==> src/rtl/mem_arbiter_pkg.sv <==
// Shared sizes, encodings and the latched-access payload for mem_arbiter.
package mem_arbiter_pkg;
  localparam int unsigned ADDR_W = 32;
  localparam int unsigned DATA_W = 32;
  localparam int unsigned BYTE_W = 8;
  localparam int unsigned CNT_W  = 3;
  localparam int unsigned OP_W   = 3;

  typedef enum logic [1:0] {ST_IDLE, ST_RD, ST_WR, ST_IO_WAIT} state_t;
  typedef enum logic {SRC_IF, SRC_LS} src_t;

  localparam logic [1:0] SIZE_B = 2'b00;
  localparam logic [1:0] SIZE_H = 2'b01;
  localparam logic [1:0] SIZE_W = 2'b10;
  localparam logic [OP_W-1:0] OP_FETCH = {1'b0, SIZE_W};
  localparam logic [1:0] IO_REGION = 2'b11;

  typedef struct packed {
    logic [ADDR_W-1:0] addr;
    logic [DATA_W-1:0] wdata;
    logic [OP_W-1:0]   op;
    logic [CNT_W-1:0]  len;
    src_t              src;
  } access_t;

  // Byte count for a funct3 size code
  function automatic logic [CNT_W-1:0] size_len(input logic [1:0] size);
    case (size)
      SIZE_B:  return CNT_W'(1);
      SIZE_H:  return CNT_W'(2);
      default: return CNT_W'(4);
    endcase
  endfunction
endpackage

==> src/rtl/mem_arbiter_load_ext.sv <==
// Sign/zero extension of a raw little-endian load value by funct3.
module mem_load_ext
  import mem_arbiter_pkg::*;
(
  input  logic [DATA_W-1:0] raw,
  input  logic [OP_W-1:0]   op,
  output logic [DATA_W-1:0] value
);
  always_comb begin
    value = raw;
    case (op[1:0])
      SIZE_B:  value = op[2] ? {24'd0, raw[7:0]}  : {{24{raw[7]}}, raw[7:0]};
      SIZE_H:  value = op[2] ? {16'd0, raw[15:0]} : {{16{raw[15]}}, raw[15:0]};
      default: value = raw;
    endcase
  end
endmodule

==> src/rtl/mem_arbiter.sv <==
// Round-robin IF/LSB arbiter serialising accesses onto a byte-wide RAM/IO bus.
// Optional MEM_ARB_IO_STALL_EN: IO-region stores wait while io_buffer_full is high.
module mem_arbiter
  import mem_arbiter_pkg::*;
(
  input  logic              clk,
  input  logic              rst,
  input  logic              rdy,
  input  logic              rob_clear,
  input  logic              if_req,
  input  logic [ADDR_W-1:0] if_addr,
  output logic              if_done,
  output logic [DATA_W-1:0] if_data,
  output logic              ls_welcome,
  input  logic              ls_req,
  input  logic [OP_W-1:0]   ls_op,
  input  logic              ls_we,
  input  logic [ADDR_W-1:0] ls_addr,
  input  logic [DATA_W-1:0] ls_wdata,
  output logic              ls_done,
  output logic [DATA_W-1:0] ls_rdata,
  input  logic [BYTE_W-1:0] mem_din,
  output logic [BYTE_W-1:0] mem_dout,
  output logic [ADDR_W-1:0] mem_a,
  output logic              mem_wr,
  input  logic              io_buffer_full
);
  state_t            state;
  src_t              last_grant;
  access_t           acc;
  logic [CNT_W-1:0]  cnt;
  logic [DATA_W-1:0] rbuf;

  logic              if_elig, ls_elig, grant_valid;
  src_t              grant_src;
  logic [CNT_W-1:0]  next_idx;
  logic [ADDR_W-1:0] next_addr;
  logic [BYTE_W-1:0] next_byte;
  logic [DATA_W-1:0] raw_c;
  logic [DATA_W-1:0] ext_c;

`ifdef MEM_ARB_IO_STALL_EN
  logic io;
  logic ls_io;
  assign ls_io = (ls_addr[17:16] == IO_REGION);
`else
  logic unused_io;
  assign unused_io = io_buffer_full;
`endif

  // No grant while a done pulse is out, so the next grant is the cycle after done
  always_comb begin
    if_elig     = if_req && !if_done;
    ls_elig     = ls_req && !ls_done;
    grant_valid = (state == ST_IDLE) && !if_done && !ls_done && (if_elig || ls_elig);
    grant_src   = (ls_elig && (!if_elig || last_grant == SRC_IF)) ? SRC_LS : SRC_IF;
  end

  assign next_idx   = cnt + CNT_W'(1);
  assign next_addr  = acc.addr + ADDR_W'(next_idx);
  assign next_byte  = acc.wdata[{next_idx[1:0], 3'b000} +: BYTE_W];
  assign ls_welcome = (state == ST_IDLE) && !ls_done && !if_done;

  // Byte on mem_din belongs to the address presented in the previous RD cycle
  always_comb begin
    raw_c = rbuf;
    if (cnt != '0) raw_c[{2'(cnt - CNT_W'(1)), 3'b000} +: BYTE_W] = mem_din;
  end

  mem_load_ext u_ext (
    .raw   (raw_c),
    .op    (acc.op),
    .value (ext_c)
  );

  always_ff @(posedge clk) begin
    if (rst) begin
      state      <= ST_IDLE;
      last_grant <= SRC_IF;
      acc        <= '0;
      cnt        <= '0;
      rbuf       <= '0;
      mem_a      <= '0;
      mem_dout   <= '0;
      mem_wr     <= 1'b0;
      if_data    <= '0;
      ls_rdata   <= '0;
      if_done    <= 1'b0;
      ls_done    <= 1'b0;
`ifdef MEM_ARB_IO_STALL_EN
      io         <= 1'b0;
`endif
    end else if (rdy) begin
      if_done <= 1'b0;
      ls_done <= 1'b0;
      case (state)
        ST_IDLE: begin
          if (rob_clear) begin
            last_grant <= SRC_IF;
          end else if (grant_valid) begin
            cnt        <= '0;
            rbuf       <= '0;
            last_grant <= grant_src;
            acc.src    <= grant_src;
            if (grant_src == SRC_LS) begin
              acc.addr  <= ls_addr;
              acc.wdata <= ls_wdata;
              acc.op    <= ls_op;
              acc.len   <= size_len(ls_op[1:0]);
              mem_a     <= ls_addr;
              mem_dout  <= ls_wdata[BYTE_W-1:0];
              if (ls_we) begin
`ifdef MEM_ARB_IO_STALL_EN
                io <= ls_io;
                if (ls_io && io_buffer_full) begin
                  state <= ST_IO_WAIT;
                end else begin
                  state  <= ST_WR;
                  mem_wr <= 1'b1;
                end
`else
                state  <= ST_WR;
                mem_wr <= 1'b1;
`endif
              end else begin
                state <= ST_RD;
              end
            end else begin
              acc.addr  <= if_addr;
              acc.wdata <= '0;
              acc.op    <= OP_FETCH;
              acc.len   <= CNT_W'(4);
              mem_a     <= if_addr;
              state     <= ST_RD;
            end
          end
        end
        ST_RD: begin
          if (rob_clear) begin
            // Flushed load/fetch: drop everything, no done pulse
            state      <= ST_IDLE;
            cnt        <= '0;
            last_grant <= SRC_IF;
            rbuf       <= '0;
            mem_a      <= '0;
            mem_dout   <= '0;
            if_data    <= '0;
            ls_rdata   <= '0;
          end else if (cnt == acc.len) begin
            state <= ST_IDLE;
            cnt   <= '0;
            rbuf  <= raw_c;
            if (acc.src == SRC_IF) begin
              if_done <= 1'b1;
              if_data <= raw_c;
            end else begin
              ls_done  <= 1'b1;
              ls_rdata <= ext_c;
            end
          end else begin
            rbuf <= raw_c;
            cnt  <= next_idx;
            if (next_idx < acc.len) mem_a <= next_addr;
          end
        end
        ST_WR: begin
          if (next_idx < acc.len) begin
            cnt      <= next_idx;
            mem_a    <= next_addr;
            mem_dout <= next_byte;
`ifdef MEM_ARB_IO_STALL_EN
            if (io && io_buffer_full) begin
              mem_wr <= 1'b0;
              state  <= ST_IO_WAIT;
            end
`endif
          end else begin
            state    <= ST_IDLE;
            cnt      <= '0;
            mem_wr   <= 1'b0;
            ls_done  <= 1'b1;
            ls_rdata <= '0;
          end
        end
`ifdef MEM_ARB_IO_STALL_EN
        ST_IO_WAIT: begin
          if (!io_buffer_full) begin
            mem_wr <= 1'b1;
            state  <= ST_WR;
          end
        end
`endif
        default: state <= ST_IDLE;
      endcase
    end
  end
endmodule

==> config.mk <==
export PLATFORM = sky130hd
export DESIGN_NAME = mem_arbiter
export DESIGN_NICKNAME = d
export VERILOG_FILES = /design/src/rtl/mem_arbiter_pkg.sv /design/src/rtl/mem_arbiter_load_ext.sv /design/src/rtl/mem_arbiter.sv
export SDC_FILE = /design/constraint.sdc
export NUM_CORES = 1
export LEC_CHECK = 0
export ABC_CLOCK_PERIOD_IN_PS = 2900
export CAP_MARGIN = 20
export CORE_ASPECT_RATIO = 0.7
export CORE_MARGIN = 2
export CORE_UTILIZATION = 46
export CTS_CLUSTER_DIAMETER = 30
export CTS_CLUSTER_SIZE = 8
export DETAILED_ROUTE_END_ITERATION = 16
export HOLD_SLACK_MARGIN = 0.12
export PLACE_DENSITY = 0.74
export REMOVE_ABC_BUFFERS = 1
export SETUP_SLACK_MARGIN = 0.2
export SYNTH_ARGS = -nofsm -noshare
export SYNTH_HDL_FRONTEND = slang
export SYNTH_SLANG_ARGS = --single-unit
==> constraint.sdc <==
create_clock -name clk -period 2.9 [get_ports clk]
set_input_delay 0.58 -clock clk [delete_from_list [all_inputs] [get_ports clk]]
set_output_delay 0.58 -clock clk [all_outputs]
set_load 0.1 [all_outputs]
==> results of run 1 <==
[cells by family (layout without fill, tap and decap cells)]
kind of cell    after synthesis  count (layout)  share of synthesized area
compound gates              372             372                     0.2373
buf+inv                     125             403                    0.04701
xor+xnor                     14              14                    0.01178
mux                          59              59                    0.06781
fa+ha+maj                    17              17                    0.02116
flops                       216             216                     0.4155
simple gates                426             426                     0.1994
[path summary, 6_finish.rpt]
path	from	slack, ns	cells after the start	to
min reg2reg	acc[30]	0.45	2	acc[30]
max reg2reg	cnt[0]	0.27	9	mem_a[20]
max	cnt[0]	0.27	9	mem_a[20]
min	acc[30]	0.45	2	acc[30]
[worst max-delay path, cell delays in order (launching register included)]
cell and delay (ns):
dfxtp_4 0.36, ha_4 0.18, xor2_4 0.16, ha_1 0.31, a21oi_1 0.08, or4_4 0.53, buf_4 0.20, or4_1 0.46
a21oi_2 0.17, a221o_1 0.11
[metal layers]
metal	vias to the layer above	GRT usage
met2	506	0.4127
met1	5078	0.3891
met3	60	0.06531
met4	0	0.07859
li1	5057	-
met5	-	0
[stage by stage]
stage	cells	setup TNS (ns)	instance area [um2]	power, mW	hold WS (ns)
floorplan	1131	-159.04	10020	4.177	0.4223
global placement	1722	0	13130	4.788	0.4360
detailed placement	1722	-0.01352	13130	4.815	0.4422
CTS	1795	0	14620	9.665	0.4466
global route	1795	0	14720	9.941	0.4617
finish	1795	0	14720	9.638	0.4470
[flip-flops by register name, summed over array words and instances, names as in the netlist]
register,cells
last_grant,1
if_done,1
acc,71
rbuf,32
mem_dout,8
ls_rdata,32
state,2
ls_done,1
mem_wr,1
cnt,3
if_data,32
mem_a,32
[where the power goes]
group	switching, mW	internal (mW)	leakage (nW)	total, mW
logic	1.04	0.553	3.28	1.59
clock network	1.58	3.26	0.694	4.84
registers	0.110	3.09	1.75	3.20
[what timing repair did]
| action | 4_1_cts | 5_1_grt |
|---|---|---|
| pin swaps | 1 | 3 |
| gates resized for setup | 13 | 25 |
| setup endpoints to repair | 55 | 56 |
[cell type report]
type / count / area [um2] / share of cell area
clock buffer: 54 / 1199 / 0.08144
clock inverter: 19 / 231.5 / 0.01573
inverter: 27 / 103.9 / 0.007056
multi-input combinational: 888 / 5769 / 0.3920
sequential: 216 / 4333 / 0.2944
tap: 288 / 360.3 / 0.02448
timing repair buffer: 303 / 2721 / 0.1849
[cells in the final DEF (no fill, tap or decap), types with 7 or more instances in the layout]
cell type and count:
a221o_1 11, nand4_1 29, inv_1 25, a22oi_1 31
o21ai_0 60, buf_4 177, ha_1 14, xnor2_1 7
or3_1 12, mux4_2 8, a2bb2oi_1 18, or4_1 9
a31oi_1 12, nand2_1 109, a21oi_1 119, a32oi_1 9
nor3_1 21, nor2_1 119, clkbuf_16 44, o211ai_1 7
dfxtp_1 213, a22o_1 19, nand3_1 65, buf_12 13
clkdlybuf4s50_1 112, mux2i_1 39, a211oi_1 28, or3b_2 8
mux2_2 12
==> summary by stage, run 1 <==
Layout
The number of antenna diodes in the final layout is 0. Relative to the synthesized area, the layout overhead comes to 41.43%. The share of post-route cells with drive strength above 1 is 0.2190.

The final net count is roughly 1600. The layout filler cell count is about 1800. Once layout is complete, the utilization of the core stands at 0.6557.

Worst setup path
The required time of the worst setup path is roughly 3.4 ns. The launching element type of the critical path is a flip-flop. The worst setup path is of the reg -> reg kind. For the worst setup path, the data arrival time is just over 3 ns. The largest fanout on the critical path is 9. The element type at the critical path end is a flip-flop.

Floorplanning
The die is approximately 180 um wide. The die outline area is 23860 um2. Row generation in the floorplan step produced 46 rows. 223 I/O pins were placed. The die is approximately 130 um tall.

The floorplan core area is 22450 um2. For this configuration, the core starts out at a cell density of 0.4636.

Power and ir drop
The maximum resistive drop on vdd is between 0.3 and 0.4 mV. The areal power density over the cells is around 650 nW/um2. Summed over all cells, the static leakage comes to around 5.7 nW.

Clock network
TritonCTS built the clock tree. The total number of H-tree levels is 2. For the worst-skew pair, the clock arrives at the later sink with an insertion delay of between 0.5 and 0.6 ns. The total setup buffers inserted after CTS is 0.

Clock-pin slew was measured on the worst setup and hold paths at 0.04 ns. The number of clock sinks is 216. Counting the buffers created by CTS gives 43.

Hold repair after CTS inserted 0 buffers. No sink is reached through more buffers than the 3 on the longest clock path. The CTS root buffer is clkbuf_16.

Run status
The flow ran to the end, and the final reports show no timing, DRC or antenna violations.

Detailed routing
The number of vias after detailed routing is roughly 11000. For this run, design rule violations remaining after detail routing come to 0. The detail route stage leaves a number of antenna-violating nets equal to 0. The first-iteration detailed-routing DRC count is 1008.

The highest metal layer used by the detailed router is met4. For this block, the routed nets add up to ~34000 um of wire. The met1 wire length is roughly 15000 um.

The routed length on met3 is 3272 um. Dividing the detail-routed via count by the number of cells gives a little under 6. The number of iterations in the first detailed-routing pass is 5. The amount of wire on met2 after detailed routing is ~14000 um. The routed length per instance is roughly 19 um.

Global routing
Entering global routing, the biggest net connects 88 pins. The number of antenna violations at the first check in global routing came to 0. Across every metal layer, demand over resource in global routing totals 0.2730. The via count of the first global-routing pass came to approximately 10000. The first global-routing pass estimated between 50000 and 60000 um of wire. The total overflow left after global routing is 0.

Logic synthesis
The synthesized netlist occupies a cell area of around 10000 um2. Of the post-synthesis cell area, the dominant cell type holds 0.4155. By instance count, the leading cell after synthesis is dfxtp_1. Ranked by total cell area, the synthesized netlist is headed by dfxtp_1, a21oi_1, nor2_1. The average cell area after synthesis is around 8.5 um2. Of the synthesized area, sequential elements account for 0.4155. The number of warnings issued by yosys is 0. By count the netlist is led by dfxtp_1, a21oi_1, nor2_1, nand2_1, clkbuf_1. The count of unique library cells instantiated by Yosys is 72. Among all flip-flop cells after synthesis, the most frequent one is dfxtp_1.

The synthesized design contains ~220 register bits. Counting every instance in the synthesized netlist gives around 1200. In the synthesized netlist the async set-or-reset flop fraction comes to 0.

The number of flops mapped to enable cells by yosys is 0. The synthesized design spends more area on one cell type than any other, namely dfxtp_1.

Flow run
Across the run, the number of max-cap violations was 0.

Timing
The final critical-path setup slack is about 0.27 ns. The count of final setup violators is 0. Setup repair after global routing could not meet its margin everywhere. After layout, the minimum clock period comes to around 2.6 ns. Of the available clock period, the critical path in the final layout requires 0.9059. At the pin with the least slew margin, the transition time is about 0.77 ns. The worst clock skew is ~0.022 ns. Derived from the worst setup path, the maximum achievable clock frequency is around 380 MHz. The worst relative slew slack is 0.4887. The number of max-slew violations in the final report came to 0.

The hold violation total from the final report is 0.

Placement
The pre-CTS worst setup slack is -0.01352 ns. The congestion estimate from routability-driven global placement came to a little over 0.9. The number of buffers inserted by port buffering is ~220.

The placed wire-length estimate after detailed placement is 23150 um.

Hold path
In this run the worst hold path is classified as reg -> reg.
(Power assumes the default switching activity.)
==> run 2: changes to the inputs <==
Settings changed: PLACE_DENSITY 0.74 to 0.73, SETUP_SLACK_MARGIN 0.2 to 0.05.
==> run 2 against run 1 <==
Net effect:
- core utilization is 1.7 points lower
- sequential share of layout area is 0.71 points higher
- flip-flop and latch count stayed put
- final area is 2.5% lower
- via count is 1.2% lower
- maximum frequency is 5.0% lower
- combinational power hardly changed
- die area stayed put
- cell count is 0.84% lower
- largest cell class unchanged
- highest routed layer unchanged
==> summary by stage, run 2 (synthesis results as in run 1) <==
Run status
The flow ran to the end, and the final reports show no timing, DRC or antenna violations.

Floorplanning
The horizontal die dimension is 183.8 um (unchanged). The number of top-level pins is 223 (unchanged). The die outline area is 23860 um2 (unchanged).

The standard-cell row count is 46 (unchanged). The height of the die was 129.8 um (unchanged). The initial core utilization is 0.4636 (unchanged). The floorplan core area was 22450 um2 (unchanged).

Clock network
The number of clock sinks came to 216 (unchanged). The CTS tree is done. In this run the clock root is driven by a clkbuf_16. The deepest clock path buffer count is 3 (unchanged). The CTS buffer count was 41 (-4.7%). The total number of H-tree levels is 2 (unchanged). The worst-skew pair later-pin latency came to 0.50 ns (-0.03 ns). The post-CTS clock slew at the launch and capture registers of the worst setup and hold paths is 0.05 ns (about the same).

Placement
The cell area after placement is 13040 um2 (-0.67%). The placed wire-length estimate after detailed placement came to 23470 um (+1.4%). The pre-CTS worst setup slack came to 0.002708 ns (+0.01623 ns). The number of buffers inserted by port buffering is 221 (unchanged). The number of cells after detailed placement is 1717 (-0.29%). The routability-driven placement congestion ratio was 0.9712 (+6.8%).

Hold path
The worst hold path begins at acc[17]. The worst hold endpoint is acc[17]. The worst hold path belongs to the class reg -> reg. The number of instances on the worst hold path is 2 (unchanged).

Power and ir drop
The leakage power figure came to 5.601 nW (-2.2%). The total power draw is 9.208 mW (-4.5%). The areal power density over the cells is 641.8 nW/um2 (-2.0%). The maximum resistive drop on vdd came to 0.4071 mV (+4.3%).

Worst setup path
The kind of cell adding the most delay to the critical path is simple AND/OR/NAND/NOR gates. For this design, the slowest cell found on the critical path is or4_1. The worst flop-to-flop path startpoint is cnt[0]. By startpoint and endpoint, the worst setup path is classified as reg -> reg.

The required time of the worst setup path was 3.34 ns (about the same). The slack of the worst reg-to-reg path is 0.13 ns (-0.14 ns). The data arrival time of the critical path is 3.20 ns (+0.12 ns). The cell count of the worst reg-to-reg path was 10 (+1). The largest fanout on the critical path is 12 (+3). The number of buffer and inverter stages on the critical path is 3 (+2). The worst setup path is launched from a flip-flop. STA classifies the critical path endpoint as a flip-flop. The end of the worst register-to-register path is mem_a[18]. The signal on the critical path passes through clkinv_1, ha_1, buf_4, ha_1, nand3b_1, o2111ai_1, buf_4, or4_1, o211ai_1, a22o_1. The longest individual stage delay on the worst path was 0.51 ns (-0.02 ns).

Detailed routing
The number of iterations in the first detailed-routing pass came to 9 (+4). The number of vias after detailed routing is 10571 (-1.2%). The number of remaining DRC errors is 0 (unchanged). The via density per instance was 5.939 (-0.38%). The total wire length after detailed routing is 33680 um (+0.43%).

The first-iteration detailed-routing DRC count was 920 (-8.7%). The count of nets left with antenna violations after detail routing is 0 (unchanged). The routed length per instance is 18.92 um (+1.3%).

Global routing
The pin count of the biggest net entering global routing is 81 (-8.0%). The wire length of the first global-routing pass came to 52230 um (-0.64%). The overflow left after global routing is 0 (unchanged). The number of antenna violations at the first check in global routing is 0 (unchanged).

The via count of the first global-routing pass is 9775 (-4.0%). The global-route usage over all layers is 0.2730 (about the same).

Timing
The post-route setup TNS is 0 ns (unchanged). The minimum clock period is 2.765 ns (+0.1379 ns). The upper clock frequency limit came to 361.7 MHz (-5.0%). The worst clock skew is 0.01175 ns (-0.009887 ns).

The number of max-slew violations in the final report is 0 (unchanged). The part of the cycle the worst path needs was 0.9535 (+0.04756). The transition time at the pin with the least slew margin came to 0.7587 ns (-0.006685 ns). The worst relative slew slack is 0.4942 (+0.005507). The count of final setup violators is 0 (unchanged). The worst hold slack across all endpoints is 0.4471 ns (+0.0001040 ns). The final critical-path setup slack is 0.1350 ns (-0.1379 ns). The hold violation total from the final report is 0 (unchanged).

Layout
Leaving out fill and tap cells, the most frequent cell in the layout is dfxtp_1. Relative to the synthesized area, the layout overhead comes to 37.86%. The top cell types in the final layout, fill and taps aside, are dfxtp_1, buf_4, a21oi_1, nor2_1, clkdlybuf4s50_1. The post-route cell area came to 14350 um2 (-2.5%).

The final standard cell utilization of the core was 0.6391 (-0.01656). The count of non-filler cells in the finished layout is 1780 (-0.84%). The count of inserted antenna diode cells is 0 (unchanged).

The register with the highest flop count is acc. The final net count is 1605 (-0.37%). The layout filler cell count is 1904 (+5.1%). The number of flip-flops under the largest register name came to 71 (unchanged). The share of post-route cells with drive strength above 1 was 0.1997 (-0.01925).

Flow run
The number of max-cap violations is 0 (unchanged).
[run 2: cell count changes in the layout (fill, tap and decap cells not counted), sizes merged]
cell / previous run / this run
clkbuf: 54 / 51
clkinvlp: 4 / 5
bufinv: 4 / 3
clkinv: 10 / 4
buf: 191 / 187
inv: 28 / 26
[run 2: worst max path at each step]
| stage | slack, ns | end | from | depth (start not counted) |
|---|---|---|---|---|
| floorplan | -1.60 | acc[3] | ls_done | 4 |
| global placement | 0.03 | mem_a[22] | rob_clear | 6 |
| detailed placement | 0.003 | mem_a[10] | rob_clear | 7 |
| CTS | 0.12 | ls_rdata[5] | cnt[0] | 10 |
| global route | -0.01 | mem_a[18] | cnt[0] | 10 |
| finish | 0.13 | mem_a[18] | cnt[0] | 10 |
[run 2: metal layers]
layer | vias up | GRT usage | wire length, um
met5 | - | 0 | 0
met4 | 0 | 0.06965 | 476
met3 | 50 | 0.06168 | 3122
met2 | 473 | 0.4002 | 14290
met1 | 5015 | 0.4042 | 15790
li1 | 5033 | - | -
[run 2: final cells by class]
class / count / area, um2 / share of cell area
clock buffers: 51 / 1134 / 0.07902
inverters: 27 / 101.3 / 0.007064
flip-flops and latches: 216 / 4325 / 0.3015
multi-input cells: 888 / 5645 / 0.3935
repair buffers: 299 / 2638 / 0.1838
well taps: 288 / 360.3 / 0.02512
clock inverters: 11 / 142.6 / 0.009942
[run 2: tightest hold or removal path: stages, from the launching register on]
cell	delay (ns)
dfxtp_1	0.30
nand2_1	0.05
a21oi_1	0.05
[run 2: report_power, final]
group / internal, mW / switching [mW]
clock: 2.98 / 1.46
combinational: 0.534 / 1.04
sequential: 3.10 / 0.107
[run 2: timing repair]
action	CTS	global route
setup endpoints to repair	5	18
hold buffers	0	0
buffers inserted	0	1
resized for setup	3	5
==> run 3: changes to the inputs <==
Settings changed: SKIP_CTS_REPAIR_TIMING set to 1.
==> run 3 against run 2 <==
Net effect:
- clock power hardly changed
- clock-buffer cell count stayed put
- sequential share of layout area hardly changed
- non-clock buffer count stayed put
- routed wire length hardly changed
- die area stayed put
- combinational power hardly changed
- setup slack hardly changed
- critical path type unchanged
==> summary by stage, run 3 (synthesis results as in run 1) <==
Run status
The flow ran to the end, and the final reports show no timing, DRC or antenna violations.

Clock network
The root buffer cell chosen for the clock tree is clkbuf_16. The total number of H-tree levels was 2 (unchanged). TritonCTS built the clock tree. The post-CTS clock slew at the launch and capture registers of the worst setup and hold paths is 0.04 ns (about the same). The deepest clock path buffer count is 3 (unchanged). The CTS buffer count was 41 (unchanged).

The number of clock sinks is 216 (unchanged). The worst-skew pair later-pin latency was 0.50 ns (about the same).

Worst setup path
The required time of the worst setup path was 3.32 ns (-0.02 ns). The number of buffer and inverter stages on the critical path was 3 (unchanged). The largest fanout on the critical path is 9 (-3). The worst flop-to-flop path startpoint is cnt[0].

The worst setup path is captured at a flip-flop. The worst register-to-register path ends at mem_a[15]. The worst setup path is of the reg -> reg kind.

The data arrival time of the critical path is 3.18 ns (-0.02 ns). STA classifies the critical path startpoint as a flip-flop. The cell family contributing the most delay on the critical path is adder cells. The cell count of the worst reg-to-reg path came to 9 (-1). The longest individual stage delay on the worst path is 0.44 ns (-0.07 ns). The slowest stage cell on the critical path is a2111o_1. Traced cell by cell, the critical path runs through clkinv_1, ha_1, buf_4, ha_1, nand3_1, a2111o_1, buf_4, or4_1, a31oi_1.

The slack of the worst reg-to-reg path is 0.13 ns (about the same).

Floorplanning
The floorplan core area is 22450 um2 (unchanged). The initial core utilization is 0.4636 (unchanged). The standard-cell row count was 46 (unchanged). The horizontal die dimension is 183.8 um (unchanged).

The die outline area is 23860 um2 (unchanged). The number of top-level pins is 223 (unchanged). The height of the die is 129.8 um (unchanged).

Timing
The part of the cycle the worst path needs is 0.9536 (about the same). The transition time at the pin with the least slew margin came to 0.7563 ns (-0.002416 ns). The upper clock frequency limit is 361.6 MHz (about the same). The count of final setup violators is 0 (unchanged).

The worst clock skew is 0.01252 ns (+0.0007616 ns). The worst relative slew slack is 0.4958 (+0.001610). The number of max-slew violations in the final report was 0 (unchanged).

The worst hold slack across all endpoints is 0.4467 ns (-0.0003540 ns). The hold violation total from the final report was 0 (unchanged). The minimum clock period came to 2.765 ns (+0.0003280 ns).

Hold path
The critical hold path startpoint is acc[17]. For hold timing, the worst endpoint is acc[17]. The type of the worst min-delay path is reg -> reg.

The number of instances on the worst hold path came to 2 (unchanged).

Detailed routing
The first-iteration detailed-routing DRC count is 954 (+3.7%). The total wire length after detailed routing is 33690 um (about the same). The number of vias after detailed routing is 10516 (-0.52%). The number of iterations in the first detailed-routing pass came to 5 (-4). The routed length per instance is 18.93 um (about the same). The count of nets left with antenna violations after detail routing is 0 (unchanged). The via density per instance came to 5.908 (-0.52%).

The number of remaining DRC errors is 0 (unchanged).

Layout
The final net count is 1605 (unchanged). The layout filler cell count is 1906 (+0.11%). The multi-input gate area in the final layout is 5642 um2 (about the same).

The share of post-route cells with drive strength above 1 was 0.1991 (-0.0006702). The sequential cell area is 4325 um2 (unchanged). The count of inserted antenna diode cells is 0 (unchanged). In the layout the commonest cells are dfxtp_1, buf_4, a21oi_1, nor2_1, clkdlybuf4s50_1.

The register with the highest flop count is acc. The most common library cell in the layout ignoring fill and taps is dfxtp_1. The number of flip-flops under the largest register name came to 71 (unchanged). The area growth from synthesis to layout is 37.83% (about the same).

Power and ir drop
The maximum resistive drop on vdd is 0.4098 mV (+0.67%). The total power draw is 9.212 mW (about the same). The leakage power figure is 5.599 nW (about the same). The areal power density over the cells came to 642.3 nW/um2 (about the same).

Global routing
The via count of the first global-routing pass is 9773 (-0.020%). The wire length of the first global-routing pass came to 52220 um (about the same). The pin count of the biggest net entering global routing was 81 (unchanged). The global-route usage over all layers is 0.2730 (about the same).

The number of antenna violations at the first check in global routing is 0 (unchanged). The overflow left after global routing came to 0 (unchanged).

Placement
The number of buffers inserted by port buffering is 221 (unchanged). The placed wire-length estimate after detailed placement is 23470 um (unchanged). The routability-driven placement congestion ratio was 0.9712 (unchanged).

Flow run
The number of max-cap violations is 0 (unchanged).
==> run 3: layout make-up <==
class                   count  area share
flip-flops and latches    216      0.3016
inverters                  27    0.007066
clock inverters            11    0.009945
well taps                 288     0.02512
clock buffers              51     0.07904
multi-input cells         888      0.3934
repair buffers            299      0.1839
==> run 3: tightest hold or removal path, delay by kind of cell (launching register included) <==
family	cells	cell delay (ns)
compound gates	1	0.05
simple gates	1	0.05
flops	1	0.30
==> run 3: worst max-delay path by stage <==
stage                         start          end  slack [ns]  depth (start not counted)
after CTS                    cnt[0]  ls_rdata[9]       0.005                          9
after detailed placement  rob_clear    mem_a[10]       0.003                          7
after floorplan             ls_done       acc[3]       -1.60                          4
after global routing         cnt[0]    mem_a[18]       -0.01                         10
after global placement    rob_clear    mem_a[22]        0.03                          6
final                        cnt[0]    mem_a[15]        0.13                          9
==> run 3: power by group <==
group / total [mW] / leakage [nW] / switching, mW / internal [mW]
Sequential: 3.20 / 1.75 / 0.107 / 3.10
Combinational: 1.57 / 3.23 / 1.04 / 0.534
Clock: 4.44 / 0.614 / 1.46 / 2.98
==> run 3: layer usage <==
layer  global-route usage  wire [um]  part of all wire  up-vias
li1                     -          -                 -     5036
met1               0.4036      15960              0.47     4973
met2               0.4009      14250              0.42      464
met3              0.06168       3027             0.090       43
met4              0.06965        456             0.014        0
met5                    0          0                 0        -
==> run 3: metrics by stage <==
stage          instances  TNS [ns]  utilization  setup WS, ns  cell area, um2
2_1_floorplan       1131   -159.04            -        -1.603           10020
3_3_place_gp        1717         0       0.5808       0.02903           13040
3_5_place_dp        1717         0       0.5808      0.002708           13040
4_1_cts             1779         0       0.6377      0.005391           14310
5_1_grt             1780  -0.01370       0.6390      -0.01370           14340
6_report            1780         0       0.6390        0.1346           14340
